<file path="src/rtl/pair_scan_controller_if.sv">
// Bundles the price-RAM read port and the order handshake of the pair scanner.
// Order handshake: the master raises order_valid with order_pair/pos/spread stable; the transfer
// happens in the cycle where order_valid && order_ready, and only then may the fields change.
interface pair_scan_controller_if #(
  parameter int PRICE_W = 16,
  parameter int ADDR_W  = 8,
  parameter int PAIR_W  = 2
);
  logic               ram_rd_en;
  logic [ADDR_W-1:0]  ram_addr;
  logic [PRICE_W-1:0] ram_rd_data;
  logic               order_valid;
  logic               order_ready;
  logic [PAIR_W-1:0]  order_pair;
  logic [1:0]         order_pos;
  logic [PRICE_W:0]   order_spread;

  modport master (
    output ram_rd_en, ram_addr,
    input  ram_rd_data,
    output order_valid, order_pair, order_pos, order_spread,
    input  order_ready
  );

  modport slave (
    input  ram_rd_en, ram_addr,
    output ram_rd_data,
    input  order_valid, order_pair, order_pos, order_spread,
    output order_ready
  );
endinterface

</file>
<file path="src/rtl/pair_scan_controller.sv">
// Round-robin pair scanner: reads two prices per pair, evaluates the spread against
// entry/exit thresholds with hysteresis, and issues position-change orders.
module pair_scan_controller #(
  parameter int NUM_PAIRS = 4,
  parameter int PRICE_W   = 16,
  parameter int ADDR_W    = 8,
  parameter int RAM_BASE  = 0,
  parameter int THRESHOLD = 100,
  parameter int EXIT_BAND = 20,
  localparam int PAIR_W   = (NUM_PAIRS > 1) ? $clog2(NUM_PAIRS) : 1
) (
  input  logic                  clk,
  input  logic                  reset,
  input  logic                  scan_en,
  pair_scan_controller_if.master bus,
  output logic                  scan_done,
  output logic                  busy,
  output logic [2:0]            state_dbg
);

  typedef enum logic [2:0] {
    S_IDLE  = 3'd0,
    S_RD1   = 3'd1,
    S_RD2   = 3'd2,
    S_CAP   = 3'd3,
    S_EVAL  = 3'd4,
    S_ISSUE = 3'd5
  } state_t;

  localparam logic [1:0] POS_FLAT  = 2'b00;
  localparam logic [1:0] POS_LONG  = 2'b01;
  localparam logic [1:0] POS_SHORT = 2'b10;

  localparam logic signed [PRICE_W:0] THR_P = (PRICE_W+1)'(THRESHOLD);
  localparam logic signed [PRICE_W:0] THR_N = -THR_P;
  localparam logic signed [PRICE_W:0] EB_P  = (PRICE_W+1)'(EXIT_BAND);
  localparam logic signed [PRICE_W:0] EB_N  = -EB_P;
  localparam logic [PAIR_W-1:0]       LAST_PAIR = PAIR_W'(NUM_PAIRS - 1);

  state_t state_q, state_d;

  logic [PAIR_W-1:0]  pair_idx;
  logic [1:0]         pos_q [NUM_PAIRS];
  logic [PRICE_W-1:0] p1_q, p2_q;
  logic [PAIR_W-1:0]  order_pair_q;
  logic [1:0]         order_pos_q;
  logic [PRICE_W:0]   order_spread_q;
  logic               scan_done_q;

  logic               rd_en;
  logic [ADDR_W-1:0]  rd_addr;
  logic [ADDR_W-1:0]  base_addr;
  logic               complete;
  logic               load_order;
  logic               last_pair;
  logic signed [PRICE_W:0] spread;
  logic [1:0]         pos_cur;
  logic [1:0]         target;

  assign base_addr = ADDR_W'(RAM_BASE) + ADDR_W'({pair_idx, 1'b0});
  assign last_pair = (pair_idx == LAST_PAIR);
  assign pos_cur   = pos_q[pair_idx];

  // Both prices are zero-extended, so the PRICE_W+1 bit difference never overflows.
  assign spread = $signed({1'b0, p1_q}) - $signed({1'b0, p2_q});

  // Between the entry threshold and the exit band the held position is kept.
  always_comb begin
    target = pos_cur;
    if (spread > THR_P)
      target = POS_LONG;
    else if (spread < THR_N)
      target = POS_SHORT;
    else if ((spread <= EB_P) && (spread >= EB_N))
      target = POS_FLAT;
  end

  always_comb begin
    state_d    = state_q;
    rd_en      = 1'b0;
    rd_addr    = '0;
    complete   = 1'b0;
    load_order = 1'b0;
    case (state_q)
      S_IDLE: begin
        if (scan_en)
          state_d = S_RD1;
      end
      S_RD1: begin
        rd_en   = 1'b1;
        rd_addr = base_addr;
        state_d = S_RD2;
      end
      S_RD2: begin
        rd_en   = 1'b1;
        rd_addr = base_addr + ADDR_W'(1);
        state_d = S_CAP;
      end
      S_CAP: begin
        state_d = S_EVAL;
      end
      S_EVAL: begin
        if (target != pos_cur) begin
          load_order = 1'b1;
          state_d    = S_ISSUE;
        end else begin
          complete = 1'b1;
        end
      end
      S_ISSUE: begin
        if (bus.order_ready)
          complete = 1'b1;
      end
      default: state_d = S_IDLE;
    endcase
    // scan_en only matters once the current pair is fully done.
    if (complete)
      state_d = scan_en ? S_RD1 : S_IDLE;
  end

  always_ff @(posedge clk) begin
    if (reset) begin
      state_q        <= S_IDLE;
      pair_idx       <= '0;
      p1_q           <= '0;
      p2_q           <= '0;
      order_pair_q   <= '0;
      order_pos_q    <= POS_FLAT;
      order_spread_q <= '0;
      scan_done_q    <= 1'b0;
      for (int k = 0; k < NUM_PAIRS; k++)
        pos_q[k] <= POS_FLAT;
    end else begin
      state_q     <= state_d;
      scan_done_q <= complete && last_pair;
      if (state_q == S_RD2)
        p1_q <= bus.ram_rd_data;
      if (state_q == S_CAP)
        p2_q <= bus.ram_rd_data;
      if (load_order) begin
        order_pair_q   <= pair_idx;
        order_pos_q    <= target;
        order_spread_q <= spread;
      end
      if (complete) begin
        if (state_q == S_ISSUE)
          pos_q[pair_idx] <= order_pos_q;
        pair_idx <= last_pair ? '0 : pair_idx + PAIR_W'(1);
      end
    end
  end

  assign bus.ram_rd_en    = rd_en;
  assign bus.ram_addr     = rd_addr;
  assign bus.order_valid  = (state_q == S_ISSUE);
  assign bus.order_pair   = order_pair_q;
  assign bus.order_pos    = order_pos_q;
  assign bus.order_spread = order_spread_q;

  assign scan_done = scan_done_q;
  assign busy      = (state_q != S_IDLE);
  assign state_dbg = state_q;

endmodule

</file>
<file path="src/flat_wrapper.sv">
// flat-port wrapper written by rule: the top's interface ports become plain ports
module pair_scan_controller_flat 
#(
  parameter int NUM_PAIRS = 4,
  parameter int PRICE_W   = 16,
  parameter int ADDR_W    = 8,
  parameter int RAM_BASE  = 0,
  parameter int THRESHOLD = 100,
  parameter int EXIT_BAND = 20,
  localparam int PAIR_W   = (NUM_PAIRS > 1) ? $clog2(NUM_PAIRS) : 1
)
  (clk, reset, scan_en, scan_done, busy, state_dbg, bus_ram_rd_en, bus_ram_addr, bus_ram_rd_data, bus_order_valid, bus_order_pair, bus_order_pos, bus_order_spread, bus_order_ready);
  pair_scan_controller_if #(.PRICE_W(PRICE_W), .ADDR_W(ADDR_W), .PAIR_W((2))) bus_i ();
  input  logic clk;
  input  logic reset;
  input  logic scan_en;
  output logic scan_done;
  output logic busy;
  output logic [2:0] state_dbg;
  output wire logic [$bits(bus_i.ram_rd_en)-1:0] bus_ram_rd_en;
  output wire logic [$bits(bus_i.ram_addr)-1:0] bus_ram_addr;
  input wire logic [$bits(bus_i.ram_rd_data)-1:0] bus_ram_rd_data;
  output wire logic [$bits(bus_i.order_valid)-1:0] bus_order_valid;
  output wire logic [$bits(bus_i.order_pair)-1:0] bus_order_pair;
  output wire logic [$bits(bus_i.order_pos)-1:0] bus_order_pos;
  output wire logic [$bits(bus_i.order_spread)-1:0] bus_order_spread;
  input wire logic [$bits(bus_i.order_ready)-1:0] bus_order_ready;
  assign bus_ram_rd_en = bus_i.ram_rd_en;
  assign bus_ram_addr = bus_i.ram_addr;
  assign bus_i.ram_rd_data = bus_ram_rd_data;
  assign bus_order_valid = bus_i.order_valid;
  assign bus_order_pair = bus_i.order_pair;
  assign bus_order_pos = bus_i.order_pos;
  assign bus_order_spread = bus_i.order_spread;
  assign bus_i.order_ready = bus_order_ready;
  pair_scan_controller #(.NUM_PAIRS(NUM_PAIRS), .PRICE_W(PRICE_W), .ADDR_W(ADDR_W), .RAM_BASE(RAM_BASE), .THRESHOLD(THRESHOLD), .EXIT_BAND(EXIT_BAND)) u_core (.clk(clk), .reset(reset), .scan_en(scan_en), .bus(bus_i), .scan_done(scan_done), .busy(busy), .state_dbg(state_dbg));
endmodule
</file>
<file path="config.mk">
export PLATFORM = sky130hd
export DESIGN_NAME = pair_scan_controller_flat
export DESIGN_NICKNAME = d
export VERILOG_FILES = /design/src/rtl/pair_scan_controller_if.sv /design/src/rtl/pair_scan_controller.sv /design/src/flat_wrapper.sv
export SDC_FILE = /design/constraint.sdc
export NUM_CORES = 1
export LEC_CHECK = 0
export ABC_AREA = 1
export CAP_MARGIN = 0
export CORE_ASPECT_RATIO = 0.75
export CORE_MARGIN = 2
export CORE_UTILIZATION = 40
export CTS_BUF_LIST = sky130_fd_sc_hd__clkbuf_8
export CTS_CLUSTER_SIZE = 24
export DETAILED_ROUTE_END_ITERATION = 8
export GPL_TIMING_DRIVEN = 1
export PLACE_DENSITY = 0.63
export RECOVER_POWER = 50
export SLEW_MARGIN = 20
export SYNTH_ARGS = -nofsm -noshare
export SYNTH_HDL_FRONTEND = slang
export SYNTH_SLANG_ARGS = --single-unit
</file>
<file path="constraint.sdc">
create_clock -name clk -period 3.3 [get_ports clk]
set_input_delay 0.66 -clock clk [delete_from_list [all_inputs] [get_ports clk]]
set_output_delay 0.66 -clock clk [all_outputs]
set_load 0.03 [all_outputs]
</file>
-- Word-level counts from Yosys, hierarchy flattened
Memories as Yosys holds them, arrays and structs flattened. A register that Yosys moved wholly into a read port is not among the register bits.
Cells that the tools add are included.
- add/subtract/negate cells: 3
- $lt $le $gt $ge: 4
- equal/unequal tests: 10
- multiplexer cells: 27
- reduce and logical (&&, ||, !) cells: 7
- operator list (kind ; count):
    $pmux W3 S6 ; 1
    $ge A17 B6 Y1 const B ; 1
    $gt A17 B8 Y1 const B ; 1
    $le A17 B6 Y1 const B ; 1
    $lt A17 B8 Y1 const B ; 1
    $sub A16 B16 Y17 ; 1
    $mux W2 ; 8
    $pmux W8 S2 ; 1
    $mux W1 ; 13
    $mux W3 ; 3
    $eq A3 B2 Y1 const B ; 2
    $eq A3 B3 Y1 const B ; 2
    $add A3 B1 Y4 const B ; 1
    $reduce_or A2 Y1 ; 2
    $eq A3 B1 Y1 const B ; 1
    $logic_not A3 Y1 ; 1
    $ne A3 B1 Y1 const B ; 1
    $ne A3 B2 Y1 const B ; 1
    $reduce_and A3 Y1 ; 1
    $reduce_bool A3 Y1 ; 1
    $add A2 B1 Y2 const B ; 1
    $eq A2 B2 Y1 const B ; 1
    $logic_and A1 B1 Y1 ; 2
    $ne A2 B1 Y1 const B ; 1
    2 further kinds ; 2
- bits in registers: 59
- RAM bits: 8
- input port bits: 20
- memories: 1
- memories (name ; depth ; bits a word ; rd ports ; clocked after memory_dff ; wr ports ; RTL line ; text):
    u_core.pos_q ; 4 ; 2 ; 1 ; 1 ; 4 ; pair_scan_controller.sv:43 ; logic [1:0] pos_q [NUM_PAIRS];

-- Logic depth before layout (Yosys ltp)
- depth after elaboration: 14
- mapped depth: 27

-- Least setup slack after synthesis
No wires, ideal clock.
- path kind: register to register
- from: register u_core.p1_q[0]
- to: register u_core.order_pos_q[0] (netlist: u_core.bus.order_pos[0])
- setup time: 0.140 ns
- data arrival time: 2.578 ns
- data required time: 3.160 ns
- setup slack: 0.581 ns
- stages on the path, launching flop included: 23
- buffers on the path: 1
- period minus slack after synthesis: 2.719 ns
- cells stage by stage: dfxtp_1 > inv_1 > ha_1 > fa_1 > inv_1 > nand3_1 > nand2_2 > nand2_2 > nand2_2 > nand2_1 > nand2_2 > nand3_1 > nor2_1 > nand3_1 > o211ai_2 > nand2_1 > nand2_2 > nand2_4 > nand2_8 > nand2_8 > buf_12 > nand2_2 > a21oi_2
- word-level cells in the longest chain between the ends: 9
- ends and longest elaborated chain (element ; RTL line ; text):
    start, declared ; pair_scan_controller.sv:44 ; logic [PRICE_W-1:0] p1_q, p2_q;
    start signal, assigned ; pair_scan_controller.sv:137 ; p1_q <= bus.ram_rd_data;
    $sub A16 B16 Y17 (*) ; pair_scan_controller.sv:65 ; assign spread = $signed({1'b0, p1_q}) - $signed({1'b0, p2_q});
    $le A17 B6 Y1 / $ge A17 B6 Y1 (equally long branches) ; pair_scan_controller.sv:74 ; else if ((spread <= EB_P) && (spread >= EB_N))
    $logic_and A1 B1 Y1 ; pair_scan_controller.sv:74 ;
    $mux W2 ; pair_scan_controller.sv:74 ;
    $mux W2 ; pair_scan_controller.sv:72 ; else if (spread < THR_N)
    $mux W2 (*) ; pair_scan_controller.sv:70 ; if (spread > THR_P)
    $ne A2 B2 Y1 ; pair_scan_controller.sv:103 ; if (target != pos_cur) begin
    $mux W1 ; pair_scan_controller.sv:103 ;
    $mux W1 ; pair_scan_controller.sv:84 ; case (state_q)
    end signal, assigned ; pair_scan_controller.sv:142 ; order_pos_q <= target;
    end, declared ; pair_scan_controller.sv:46 ; logic [1:0] order_pos_q;
Mark *: on every way between the ends. The rest lies on a longest branch, timed or not.
A chain may end at the register's enable or synchronous reset.

-- Worst setup path after layout
- from: register u_core.p2_q[5]
- to: register u_core.order_spread_q[4] (netlist: u_core.bus.order_spread[4])
- word-level cells in the longest chain between the ends: 9
- ends and longest elaborated chain (element ; RTL line ; text):
    start, declared ; pair_scan_controller.sv:44 ;
    start signal, assigned ; pair_scan_controller.sv:139 ; p2_q <= bus.ram_rd_data;
    $sub A16 B16 Y17 (*) ; pair_scan_controller.sv:65 ;
    $le A17 B6 Y1 / $ge A17 B6 Y1 (equally long branches) ; pair_scan_controller.sv:74 ;
    $logic_and A1 B1 Y1 ; pair_scan_controller.sv:74 ;
    $mux W2 ; pair_scan_controller.sv:74 ;
    $mux W2 ; pair_scan_controller.sv:72 ;
    $mux W2 (*) ; pair_scan_controller.sv:70 ;
    $ne A2 B2 Y1 (*) ; pair_scan_controller.sv:103 ;
    $mux W1 (*) ; pair_scan_controller.sv:103 ;
    $mux W1 (*) ; pair_scan_controller.sv:84 ;
    end signal, assigned ; pair_scan_controller.sv:143 ; order_spread_q <= spread;
    end, declared ; pair_scan_controller.sv:47 ; logic [PRICE_W:0] order_spread_q;
Marked as above.

==> results.toml <==
[outcome]
status = "finished, final reports clean"

[clock_network]
clkTransAtPathRegs_ns = 0.07
cts_buffers = 9
ctsHoldBuffers = 0
cts_tree = "built"
clockRootBuffer = "clkbuf_8"
clock-sinks = 69
cts_resized = 0
cts_setup_buffers = 0
htreeDepth = 3
cts_max_path_buffers = 2
insertion_delay_ns = 0.36

[yosys]
synth_seq_area_share_pct = 34.3
syn_area_um2 = 4260
ys_ff_latch = 69
synth.avg_cell_area_um2 = 6.63
netlist.area_leader.share_pct = 28.6
synth_edf_count = 8
yosys_warnings = 0
synth.most_common_cell = "nand2_1"
synthCells = 643
ys_top_cells_by_area = "dfxtp_1 29%, nand2_1 14%, inv_1 7.8%"
synth_flop_cell = "dfxtp_1"
synth_cell_type_count = 39
synth_area_leader_cell = "dfxtp_1"
synth_commonest_cells = "157 x nand2_1, 89 x inv_1, 76 x nor2_1"
ys_async_sr_fraction_pct = 0

[sta]
finalSetupViolations = 0
drv_slew = 0
min_period_over_period_pct = 91.4
slew_headroom_pct = 45.6
setup_tns_ns = 0
rsz0062_at_grt = "false"
max_freq_ghz = 0.331
hold_viol = 0
clock_skew_ns = 0.0111
finalCriticalPeriod_ns = 3.02
layout_setup_ws_ns = 0.283
tightest_slew_ns = 0.816

[pwr]
irDropWorstVdd_mv = 0.279
p_sw_mw = 1.36
p_leak_nw = 2.30
p_int_mw = 1.76
pwr-share-comb_pct = 45.9
clock_power_share_pct = 24.9
p_seq_share_pct = 29.2
power_density_nw_per_um2 = 611
switching_share_pct = 43.6

[layout]
multiInputGateArea_um2 = 2370
n_antenna_cell = 0
fillers = 1064
stdcell_count = 834
fin_area_um2 = 5120
drive_gt1_share_pct = 10.5
ff_latch_area_um2 = 1460
nNetsFinal = 731
syn_to_final_growth_pct = 20.1

[drt]
wl_mm = 10.7
via_per_inst = 4.89
dr.first_iter.drc_count = 193
drt_pass1_iterations = 4
num_vias = 4077
drc = 0
routedWlPerCell_um = 12.8
antenna_left = 0

[die]
initial_core_util_pct = 41.3
die_h_um = 93.4
pin_count = 56
die_x_um = 123
row_count = 32
design.die.area_um2 = 11500
coreArea_um2 = 10300

[global_route]
track_usage_pct = 19.6
grt_max_degree = 44
antenna_found_initial = 0
grt.overflow.total = 0
grt_first_pass_wirelength_mm = 18.2
grt_pass1_vias = 3863

[setup_path]
crit_arrival_ns = 3.25
criticalPathCategory = "reg2reg"
crit_required_ns = 3.53
endpoint_kind = "flip-flop"
rr_worst_depth = 20
crit_fanout = 27
start_kind = "flip-flop"

[placement]
hpwl_mm = 8.13
gp_congestion = 0.878
dpl-instance-area_um2 = 4850
dpl.cell_count = 816
place_ws_ns = 0.181
io_buffer_count = 50

[min_path]
holdPathStages = 2
hp-class = "reg2reg"

[flow_run]
maxCapViolCount = 0
[per-layer routing]
| layer | wire, um | vias to the layer above | global-route usage [%] |
|---|---|---|---|
| met3 | 451 | 20 | 4.27 |
| met5 | 0 | - | 0 |
| met4 | 216 | 0 | 6.91 |
| li1 | - | 2143 | - |
| met2 | 4330 | 88 | 28.7 |
| met1 | 5690 | 1826 | 28.2 |
[critical path, cell delays in order (launching register included)]
cell and delay, ns:
dfxtp_1 0.31, inv_1 0.05, ha_1 0.36, nand2_1 0.14
inv_1 0.06, a21oi_1 0.21, nand2_1 0.10, nand2_1 0.07
nand2_1 0.14, nor2_1 0.15, nand2_1 0.06, nor2_1 0.12
nand3_1 0.12, o211ai_2 0.24, nand2_1 0.12, nand2_2 0.09
nand2_4 0.07, nand2_8 0.19, nand2_8 0.12, nand2_1 0.09
a21oi_1 0.05
[cells in the final DEF (no fill, tap or decap), drive strengths merged, types with 2 or more instances in the layout]
master,Yosys,final
bufinv,0,2
nand4,8,8
and2,4,4
clkdlybuf4s50,0,44
o21ai,37,37
buf,10,5
dfxtp,61,61
nand2,179,181
nor3,5,5
edfxtp,8,8
xnor2,2,2
dlygate4sd3,0,6
clkinvlp,0,2
clkbuf,12,9
nor2,80,80
conb,1,5
ha,17,17
xor2,2,2
nand3,61,61
a21oi,51,51
inv,95,97
[final cells by class]
class | count | share of cell area (%)
clock inverter | 7 | 1.91
sequential | 69 | 28.5
inverter | 95 | 7.01
tap | 136 | 3.32
clock buffer | 9 | 2.42
multi-input combinational | 463 | 46.3
timing repair buffer | 55 | 10.5
[metrics by stage]
stage | total power [mW] | utilization [%] | hold slack (ns)
detailed placement | 2.32 | 47.0 | 0.453
global placement | 2.31 | 47.0 | 0.445
global route | 3.38 | 49.6 | 0.480
CTS | 3.11 | 49.1 | 0.468
floorplan | 2.03 | - | 0.433
finish | 3.13 | 49.6 | 0.461
[registers in the layout, summed over array words and instances (netlist names), named ones only]
signal                   cells
u_core.pair_idx              2
u_core.bus.order_pair        2
u_core.scan_done             1
u_core.bus.order_pos         2
u_core.bus.order_spread     17
u_core.pos_q                 8
u_core.state_dbg             3
u_core.p1_q                 16
u_core.p2_q                 16
[logic make-up after synthesis]
logic type	synth area share, %
buffers and inverters	11.5
other	0.0879
AOI/OAI and AO/OA	12.4
xor gates and xnor gates	0.822
DFF	34.3
adders and majority gates	5.46
and+or+nand+nor	35.4
[path summary, 6_finish.rpt]
path,slack [ns],from,to
max,0.28,u_core.p2_q[5],u_core.bus.order_spread[4]
min,0.46,u_core.bus.order_spread[4],u_core.bus.order_spread[4]
max reg2reg,0.28,u_core.p2_q[5],u_core.bus.order_spread[4]
min reg2reg,0.46,u_core.bus.order_spread[4],u_core.bus.order_spread[4]
[power groups by stage]
stage	Clock (mW)	Combinational (mW)	Sequential, mW
global placement	0	1.38	0.932
finish	0.777	1.44	0.914
floorplan	0	1.09	0.944
CTS	0.798	1.40	0.914
global route	0.835	1.62	0.920
detailed placement	0	1.39	0.933
(Power assumes the default switching activity.)
